## config.mk

```make
export PLATFORM = sky130hd
export DESIGN_NAME = seq_divider
export DESIGN_NICKNAME = d
export VERILOG_FILES = /design/src/rtl/seq_divider.sv
export SDC_FILE = /design/constraint.sdc
export NUM_CORES = 1
export LEC_CHECK = 0
export CORE_UTILIZATION = 59
export CTS_CLUSTER_DIAMETER = 150
export CTS_CLUSTER_SIZE = 28
export DETAILED_ROUTE_END_ITERATION = 6
export MAX_ROUTING_LAYER = met4
export PLACE_DENSITY = 0.89
export SYNTH_ARGS = -nofsm -noshare
export SYNTH_HDL_FRONTEND = slang
export SYNTH_SLANG_ARGS = --single-unit
export TNS_END_PERCENT = 20
```

## constraint.sdc

```tcl
create_clock -name clk -period 3.9 [get_ports clk]
set_input_delay 0.78 -clock clk [delete_from_list [all_inputs] [get_ports clk]]
set_output_delay 0.78 -clock clk [all_outputs]
set_load 0.05 [all_outputs]
```

## src/rtl/seq_divider.sv

```systemverilog
// Multicycle restoring divider: signed/unsigned quotient or remainder with a go/available handshake.
// Optional SEQ_DIVIDER_RADIX4_EN retires two quotient bits per RUN edge instead of one.
module seq_divider #(
   parameter int WIDTH = 32
) (
   input  logic             clk,
   input  logic             reset,
   input  logic [WIDTH-1:0] a,
   input  logic [WIDTH-1:0] b,
   input  logic             go,
   input  logic             divs,
   input  logic             remainder,
   output logic [WIDTH-1:0] c,
   output logic             is_zero,
   output logic             is_negative,
   output logic             available
);

   typedef enum logic [1:0] {IDLE, RUN, FIX, DONE} state_t;

   localparam int CW = $clog2(WIDTH);
`ifdef SEQ_DIVIDER_RADIX4_EN
   localparam int STEPS = WIDTH / 2;
`else
   localparam int STEPS = WIDTH;
`endif
   localparam logic [CW-1:0] LAST = CW'(STEPS - 1);

   state_t           state;
   logic [WIDTH-1:0] rem_q;
   logic [WIDTH-1:0] quo_q;
   logic [WIDTH-1:0] div_q;
   logic [CW-1:0]    count;
   logic             neg_quo;
   logic             neg_rem;
   logic             div_zero;
   logic             want_rem;

   logic [WIDTH-1:0] a_mag;
   logic [WIDTH-1:0] b_mag;
   logic [WIDTH-1:0] step_rem;
   logic [WIDTH-1:0] step_quo;
   logic [WIDTH-1:0] next_rem;
   logic [WIDTH-1:0] next_quo;
   logic [WIDTH-1:0] fix_result;

   // One restoring step: shift {rem,quo} left, keep the trial difference when it is non-negative.
   // The shifted remainder needs WIDTH+1 bits; the kept difference always fits back into WIDTH.
   function automatic logic [2*WIDTH-1:0] div_step(input logic [WIDTH-1:0] r,
                                                   input logic [WIDTH-1:0] q,
                                                   input logic [WIDTH-1:0] d);
      logic [WIDTH:0] shifted;
      shifted = {r, q[WIDTH-1]};
      if (shifted >= {1'b0, d})
         return {shifted[WIDTH-1:0] - d, q[WIDTH-2:0], 1'b1};
      else
         return {shifted[WIDTH-1:0], q[WIDTH-2:0], 1'b0};
   endfunction

   // Operand magnitudes; the most negative value maps onto its unsigned bit pattern.
   always_comb begin
      a_mag = (divs && a[WIDTH-1]) ? (~a + 1'b1) : a;
      b_mag = (divs && b[WIDTH-1]) ? (~b + 1'b1) : b;
   end

   always_comb begin
      {step_rem, step_quo} = div_step(rem_q, quo_q, div_q);
`ifdef SEQ_DIVIDER_RADIX4_EN
      {next_rem, next_quo} = div_step(step_rem, step_quo, div_q);
`else
      {next_rem, next_quo} = {step_rem, step_quo};
`endif
   end

   // Divide by zero leaves quo all ones and rem = |a|, so only the quotient sign fix is bypassed.
   always_comb begin
      if (want_rem)
         fix_result = neg_rem ? (~rem_q + 1'b1) : rem_q;
      else if (div_zero)
         fix_result = '1;
      else
         fix_result = neg_quo ? (~quo_q + 1'b1) : quo_q;
   end

   // A go in any state recaptures operands and abandons whatever was in flight.
   always_ff @(posedge clk) begin
      if (reset) begin
         state       <= IDLE;
         rem_q       <= '0;
         quo_q       <= '0;
         div_q       <= '0;
         count       <= '0;
         neg_quo     <= 1'b0;
         neg_rem     <= 1'b0;
         div_zero    <= 1'b0;
         want_rem    <= 1'b0;
         c           <= '0;
         is_zero     <= 1'b0;
         is_negative <= 1'b0;
      end else if (go) begin
         state    <= RUN;
         rem_q    <= '0;
         quo_q    <= a_mag;
         div_q    <= b_mag;
         count    <= '0;
         neg_quo  <= divs & (a[WIDTH-1] ^ b[WIDTH-1]);
         neg_rem  <= divs & a[WIDTH-1];
         div_zero <= (b == '0);
         want_rem <= remainder;
      end else begin
         case (state)
            RUN: begin
               rem_q <= next_rem;
               quo_q <= next_quo;
               count <= count + 1'b1;
               if (count == LAST)
                  state <= FIX;
            end
            FIX: begin
               c           <= fix_result;
               is_zero     <= (fix_result == '0);
               is_negative <= fix_result[WIDTH-1];
               state       <= DONE;
            end
            default: state <= state;
         endcase
      end
   end

   assign available = (state == DONE) && !go;

endmodule

```

# After elaboration in Yosys (flattened, before gate mapping)
# Index checks and enable logic that the tools add are counted.
# word_totals
ff_bits	141
inputBits	69
out_inout_bits	35
wordCells	59
# op_classes
add_sub_neg	6
order_cmp	1
n_eq_ne	6
mux	12
bitwise	8
reduce_logical	13
# ops
operator	count
2-to-1 mux 32 bit	8
adder 32 x 1 -> 32 bit (second input constant)	4
inverter 32 bit	4
zero test 32 bit	2
2-to-1 mux 64 bit	1
greater-or-equal comparator 33 x 32 -> 1 bit	1
subtractor 32 bit	1
AND reduction 2 bit	3
adder 5 x 1 -> 5 bit (second input constant)	1
equality test 5 bit (second input constant)	1
equality test 2 bit (second input constant)	2
case mux 2 bit (2 select lines)	1
nonzero test 2 bit	2
logical AND 1 bit	3
inequality test 3 bit (second input constant)	1
nonzero test 3 bit	1
bitwise AND 1 bit	2
equality test 2 x 1 -> 1 bit (second input constant)	1
2-to-1 mux 2 bit	1
inequality test 2 bit (second input constant)	1
OR reduction 2 bit	1
zero test 1 bit	1
2-to-1 mux 1 bit	1
inverter 1 bit	1
XOR 1 bit	1

# Logic depth before layout (Yosys ltp)
# Gate-level depths: netlist (run 1).
# depth
ltp_word	6
mapped_depth	14
mapped_depth_nobuf	12

# Least setup slack after synthesis (run 1)
# OpenSTA, ideal clock, no wires.
# synth_timing
kind	register to register
startpoint	register quo_q[31]
endpoint	register rem_q[28]
setup_ns	0.074
t_arrival_ns	3.081
required_ns	3.826
path_slack_ns	0.745
stages_incl_launch_ff	13
n_path_buf	0
synth_period_minus_slack_ns	3.155
cell_sequence	dfxtp_1 > inv_1 > ha_1 > fa_1 > nor2b_1 > o2111ai_1 > a211oi_1 > nor2_1 > a211o_1 > a211oi_1 > nor4_1 > or4b_1 > a31oi_1
# synth_between
elab_chain_len	2
word_cells_on_any_way	3
classes_between	add/sub: 1; order compare: 1; mux: 1
# synth_lines
item	line	rtl
from (decl)	31	logic [WIDTH-1:0] quo_q;
from (signal assigned)	103	quo_q <= a_mag;
from (signal assigned)	114	quo_q <= next_quo;
subtractor 32 bit or greater-or-equal comparator 33 x 32 -> 1 bit (tied branches)	55, 54	
2-to-1 mux 64 bit (*)	54	if (shifted >= {1'b0, d})
to (signal assigned)	113	rem_q <= next_rem;
to (decl)	30	logic [WIDTH-1:0] rem_q;
# Mark *: on every way between the ends. The rest lies on a longest branch, timed or not.
# A chain may end at the register's enable or synchronous reset.

# Worst setup path in the final report (run 1)
# Same ends and word-level chain as after synthesis.

==> key figures, run 1 <==
Status
  • Status: complete, no violations

Floorplanning
  • # rows: 48
  • Initial core utilization: 0.6023
  • Die width: 134.9 µm
  • Core Area: 17300 µm²
  • Die area: 18190 µm²
  • Die Y: 134.9 µm
  • Num ports: 104

Setup path
  • Crit Path Max Fanout: 6
  • Crit path kind: flop to flop
  • CP max stage delay: 590 ps
  • Worst Path Arrival: 4040 ps
  • Reg2reg end: rem_q[28]
  • R2R Setup Slk: 230 ps
  • WP buf/inv: 1
  • Crit. Startpoint: quo_q[31]
  • Startpoint types: flop
  • Slowest-stage cell, CP: a211oi_1
  • WP depth: 12
  • Critical path cell sequence: inv_1 > ha_1 > fa_1 > nor2b_1 > o2111ai_1 > a211oi_1 > nor2_1 > a211o_1 > a211oi_1 > nor4_1 > or4b_1 > a31oi_1
  • Worst setup EP type: flop
  • R2R cell count: 12
  • FF-to-FF Start: quo_q[31]
  • CP dominant cell by count: a211oi_1
  • Worst EP required: 4270 ps
  • Delay-heaviest family, CP: compound AO/OA/AOI/OAI gates
  • Setup crit end: rem_q[28]

Cells and area
  • NumNets Final: 1631
  • Final cell count without fillers: 1761
  • Diodes inserted: 0
  • Area delta synth->final: 18.16%
  • Share of cells above drive strength 1: 0.06055

Clocking
  • Skew-Pair Late Insertion Delay: 440 ps
  • H-tree depth: 4
  • CTS resizes: 0
  • CTS tree: done
  • Clock buffer count from CTS: 17
  • Sink Count: 140
  • CTS Hold Bufs: 0
  • Reg clk slew, reported paths: 60 ps
  • Setup Buffers After CTS: 0
  • Clock root buffer: clkbuf_16
  • Max clock buf depth: 2

Synthesis
  • Top_reg_cell synth: dfxtp_1
  • Synth top cells by count: 209 x nand2_1, 169 x a21oi_1, 140 x dfxtp_1
  • Mean Syn Cell Area: 7.135 µm²
  • Multiplexer share of the synthesized area: 0.006726
  • Synth area leaders: dfxtp_1 27%, a21oi_1 8.1%, nand2_1 7.5%
  • Compound-Gate Fraction of Synth Area: 0.2722
  • Post-synth EDFFs: 0
  • Syn Nets: 1568
  • FFs w/ async S/R, synth: 0
  • Top-count cell post-synth: nand2_1
  • Largest family of logic cells by synthesized area: compound AO/OA/AOI/OAI gates
  • Netlist cell types: 74
  • Synth Area in Adders: 0.04756
  • Synth warn: 0
  • Part of the Yosys area used for sequential elements: 0.2690
  • Simple-gate area share of the yosys netlist: 0.2364
  • Mapped Cells: 1460
  • Yosys top cell by area: dfxtp_1
  • Post-synthesis xor/xnor area fraction: 0.1093
  • Mapped Area: 10420 µm²
  • Yosys top cell area share: 0.2690
  • Synthesized flop and latch total: 140

Placed design
  • RePlAce Congestion: 1.025
  • Dpl hpwl: 22920 µm
  • Cell total after placement: 1729
  • # port buffers: 103

GRT
  • All-Layer GR Usage: 0.3556
  • Pin count of the biggest net entering global routing: 72
  • First-pass GRT wire length: 50130 µm
  • Via count of the first global-routing pass: 10089
  • Initial antenna violation count: 0
  • Gr ovfl total: 0

Route
  • Post-DRT Antenna Nets: 0
  • Final WL: 31530 µm
  • Iteration count of the initial detailed-routing pass: 6
  • Via density: 6.445
  • Vias: 11350
  • Drt drc: 0
  • Initial drt markers: 1429
  • Wire per inst: 17.91 µm

Timing
  • Total Neg Setup Slack: 0 ps
  • RSZ-0062 raised after global routing: no
  • Clock Skew: 8.585 ps
  • FMAX: 272.4 MHz
  • Max-slew headroom: 0.3094
  • Setup Viol. Count Final: 0
  • Count of pins over their slew limit: 0
  • Hold Vio Cnt, Final: 0
  • Slew @ Worst Pin: 1036 ps
  • Fin crit share: 0.9413
  • Post-layout minimum cycle time: 3671 ps

Power
  • Switching power: 1517 µW
  • Seq pwr share: 0.337
  • Gate power share: 0.266
  • PD cells: 383.5 nW/µm²
  • Leakage: 0.004629 µW
  • Power Total: 4721 µW
  • Clock power share: 0.397
  • Max VDD drop: 0.3562 mV
  • Switch share: 0.3213
  • P_int: 3204 µW

Flow run
  • Max-cap violation count: 0

Hold path
  • HP Class: flop to flop
## state kept, by name, indices dropped and copies added, names as in the netlist, 2 cells and up
signal,cells
c,32
rem_q,32
count,5
state,2
quo_q,32
div_q,32
## how the worst min path moves through the flow
stage,start,end,depth (start not counted)
after detailed placement,c[10],c[10],2
final,c[6],c[6],2
after floorplan,count[4],count[4],2
after global placement,c[10],c[10],2
after CTS,c[10],c[10],2
after global routing,c[11],c[11],2
## power groups by stage
stage	Clock [µW]	Combinational [µW]	Sequential, µW
floorplan	0	874	1580
global placement	0	1180	1610
detailed placement	0	1200	1610
CTS	1870	1220	1580
global route	1940	1360	1600
finish	1880	1260	1590
## cell type report
type	instances	area [µm²]
tap	225	281.5
inverter	61	229.0
sequential	140	2803
multi-input combinational	1163	7014
fill	1415	4987
clock inverter	9	180.2
clock buffer	23	498.0
timing repair buffer	140	1304
## worst min-delay path, delay by kind of cell (launching register included)
kind	cells	cell delay [ps]
AO/OA/AOI/OAI	1	50
AND/OR/NAND/NOR	1	50
flip-flops	1	310
## placed cells by master (no fill, tap or decap), types with 38 or more instances in the layout
| cell | instances |
|---|---|
| a21oi_1 | 169 |
| buf_4 | 39 |
| clkdlybuf4s50_1 | 101 |
| dfxtp_1 | 140 |
| ha_1 | 38 |
| inv_1 | 61 |
| nand2_1 | 209 |
| nor2_1 | 139 |
| o21ai_0 | 88 |
| xnor2_1 | 54 |
| xor2_1 | 76 |
## per-stage QoR
step	util	cell area, µm²	hold slack, ps	setup WS [ps]
after CTS	0.7117	12310	456.4	328.3
after detailed placement	0.6725	11630	448.9	287.7
final	0.7117	12310	454.9	228.8
after global routing	0.7117	12310	473.8	97.22
after global placement	0.6725	11630	440.2	436.9
after floorplan	-	10420	440.6	744.6
## cells by family (layout without fill, tap and decap cells)
group / after synthesis / in the layout
AO/OA/AOI/OAI: 452 / 452
XOR/XNOR: 130 / 130
adder cells (fa/ha/maj): 39 / 39
buffers and inverters: 157 / 233
flip-flops: 140 / 140
multiplexers: 7 / 7
AND/OR/NAND/NOR: 535 / 535
## routing by layer
metal | up-vias | track usage | routed length, µm
li1 | 5345 | - | -
met1 | 5242 | 0.4596 | 13320
met2 | 641 | 0.5335 | 13830
met3 | 122 | 0.07583 | 3218
met4 | 0 | 0.1554 | 1165
met5 | - | - | 0
Power figures use the tool's default switching activity.
==> run 2: changes to the inputs <==
--- a/config.mk
+++ b/config.mk
@@ -5,6 +5,7 @@
 export SDC_FILE = /design/constraint.sdc
 export NUM_CORES = 1
 export LEC_CHECK = 0
+export CORE_MARGIN = 4
 export CORE_UTILIZATION = 59
 export CTS_CLUSTER_DIAMETER = 150
 export CTS_CLUSTER_SIZE = 28
==> key figures, run 2 (same netlist as run 1, synthesis figures left out) <==
Timing
  • RSZ-0062 raised after global routing: no
  • Setup Viol. Count Final: 0 (unchanged)
  • Hold Vio Cnt, Final: 0 (unchanged)
  • Clock Skew: 6.287 ps (-2.298 ps)
  • Slew @ Worst Pin: 1008 ps (-28.23 ps)
  • Total Neg Setup Slack: 0 ps (unchanged)
  • Max-slew headroom: 0.3282 (+0.01882)
  • Post-layout minimum cycle time: 3501 ps (-170.5 ps)
  • Count of pins over their slew limit: 0 (unchanged)
  • FMAX: 285.7 MHz (+4.9%)
  • Fin crit share: 0.8976 (-0.04372)

Route
  • Vias: 11293 (-0.50%)
  • Via density: 6.413 (-0.50%)
  • Iteration count of the initial detailed-routing pass: 6 (unchanged)
  • Final WL: 31280 µm (-0.80%)
  • Drt drc: 0 (unchanged)
  • Initial drt markers: 1323 (-7.4%)
  • Wire per inst: 17.76 µm (-0.80%)
  • Post-DRT Antenna Nets: 0 (unchanged)

Placed design
  • # port buffers: 103 (unchanged)
  • RePlAce Congestion: 1.011 (-1.3%)
  • Dpl hpwl: 23360 µm (+1.9%)
  • Cell total after placement: 1730 (+0.058%)

Setup path
  • Startpoint types: flop
  • Crit path kind: flop to flop
  • Reg2reg end: rem_q[17]
  • R2R cell count: 11 (-1)
  • Worst EP required: 4210 ps (-60 ps)
  • Critical path cell sequence: ha_1 > a21o_1 > a31oi_1 > o21ai_1 > a2111oi_2 > o31ai_4 > o2111ai_2 > and2_0 > buf_4 > nand2b_1 > a32o_1
  • Crit Path Max Fanout: 25 (+19)
  • Worst setup EP type: flop
  • Worst Path Arrival: 3810 ps (-230 ps)
  • CP max stage delay: 570 ps (-20 ps)
  • FF-to-FF Start: rem_q[3]
  • R2R Setup Slk: 400 ps (+170 ps)
  • Slowest-stage cell, CP: a2111oi_2

Power
  • Switch share: 0.3353 (+0.01403)
  • P_int: 2930 µW (-8.6%)
  • Clock power share: 0.357 (-0.040)
  • Max VDD drop: 0.3386 mV (-4.9%)
  • Seq pwr share: 0.360 (+0.023)
  • Switching power: 1478 µW (-2.6%)
  • Leakage: 0.004575 µW (-1.2%)
  • PD cells: 361.0 nW/µm² (-5.9%)
  • Gate power share: 0.283 (+0.017)

GRT
  • Gr ovfl total: 0 (unchanged)
  • All-Layer GR Usage: 0.3182 (-0.03742)
  • Pin count of the biggest net entering global routing: 93 (+29%)
  • Via count of the first global-routing pass: 10186 (+0.96%)
  • First-pass GRT wire length: 50770 µm (+1.3%)
  • Initial antenna violation count: 0 (unchanged)

Clocking
  • Clock buffer count from CTS: 17 (unchanged)
  • Reg clk slew, reported paths: 60 ps (about the same)
  • CTS tree: done
  • Max clock buf depth: 2 (unchanged)
  • CTS Hold Bufs: 0 (unchanged)
  • Sink Count: 140 (unchanged)
  • Skew-Pair Late Insertion Delay: 430 ps (about the same)
  • H-tree depth: 4 (unchanged)
  • Setup Buffers After CTS: 0 (unchanged)
  • Clock root buffer: clkbuf_16

Cells and area
  • Commonest non-fill, non-tap cell in the layout: nand2_1
  • Layout fillers: 1445 (+2.1%)
  • NumNets Final: 1632 (+0.061%)
  • Area delta synth->final: 17.21%
  • Final cell count without fillers: 1761 (unchanged)
  • Diodes inserted: 0 (unchanged)
  • Share of cells above drive strength 1: 0.06120 (+0.0006510)
  • Most frequent cells in the layout: 209 x nand2_1, 169 x a21oi_1, 140 x dfxtp_1

Hold path
  • Worst Hold Path EP: c[3]
  • HP Class: flop to flop
  • Min-delay src: c[3]
  • WHS Path Cells: 2 (unchanged)

Floorplanning
  • Die Y: 140.9 µm (+4.4%)
  • Num ports: 104 (unchanged)
  • # rows: 48 (unchanged)
  • Core Area: 17300 µm² (unchanged)
  • Initial core utilization: 0.6023 (unchanged)
  • Die width: 140.9 µm (+4.4%)
  • Die area: 19850 µm² (+9.1%)

Flow run
  • Max-cap violation count: 0 (unchanged)

Status
  • Status: complete, no violations
run 2: worst max-delay path: cells and delay by family (launching register included):
family          cells  cell delay, ps
compound gates      7            1980
fa+ha+maj           1             330
buf+inv             1             300
flops               1             450
simple gates        2             320
run 2: through the flow:
step	power (µW)	utilization	area (µm²)	hold WS, ps	setup WS, ps
CTS	4369	0.7057	12210	454.8	326.9
global route	4594	0.7059	12210	483.1	179.0
floorplan	2457	-	10420	440.6	744.6
detailed placement	2815	0.6729	11640	447.3	285.2
finish	4408	0.7059	12210	450.9	399.3
global placement	2788	0.6729	11640	439.6	400.7
run 2: cell type report:
class | count | area [µm²] | area share
repair buffers | 141 | 1311 | 0.1074
multi-input cells | 1163 | 7019 | 0.5749
well taps | 225 | 281.5 | 0.02306
clock inverters | 12 | 123.9 | 0.01014
clock buffers | 19 | 442.9 | 0.03627
inverters | 61 | 229.0 | 0.01875
flip-flops and latches | 140 | 2803 | 0.2295
run 2: how the worst max path moves through the flow:
stage,start,endpoint,slack [ps],cells past startpoint
floorplan,quo_q[31],rem_q[28],740,12
CTS,quo_q[31],rem_q[28],330,12
global route,quo_q[31],rem_q[28],180,12
detailed placement,b[8],div_q[29],290,9
global placement,b[8],div_q[29],400,9
finish,rem_q[3],rem_q[17],400,11
run 2: power by group through the flow:
stage / clock [µW] / combinational [µW] / sequential [µW]
floorplan: 0 / 874 / 1580
global placement: 0 / 1180 / 1610
detailed placement: 0 / 1200 / 1610
CTS: 1570 / 1210 / 1580
global route: 1640 / 1360 / 1600
finish: 1570 / 1250 / 1590
run 2: repair_timing:
item | CTS | global route
endpoints found under the hold margin | 0 | 0
endpoints found under the setup margin | 0 | 1
gates resized for setup | 0 | 1
run 2: metal layers:
layer / wire length (µm) / vias up / GRT usage
met5: 0 / - / -
met4: 902 / 0 / 0.09332
met3: 3129 / 85 / 0.05393
met2: 14150 / 606 / 0.4965
met1: 13100 / 5242 / 0.4263
li1: - / 5360 / -
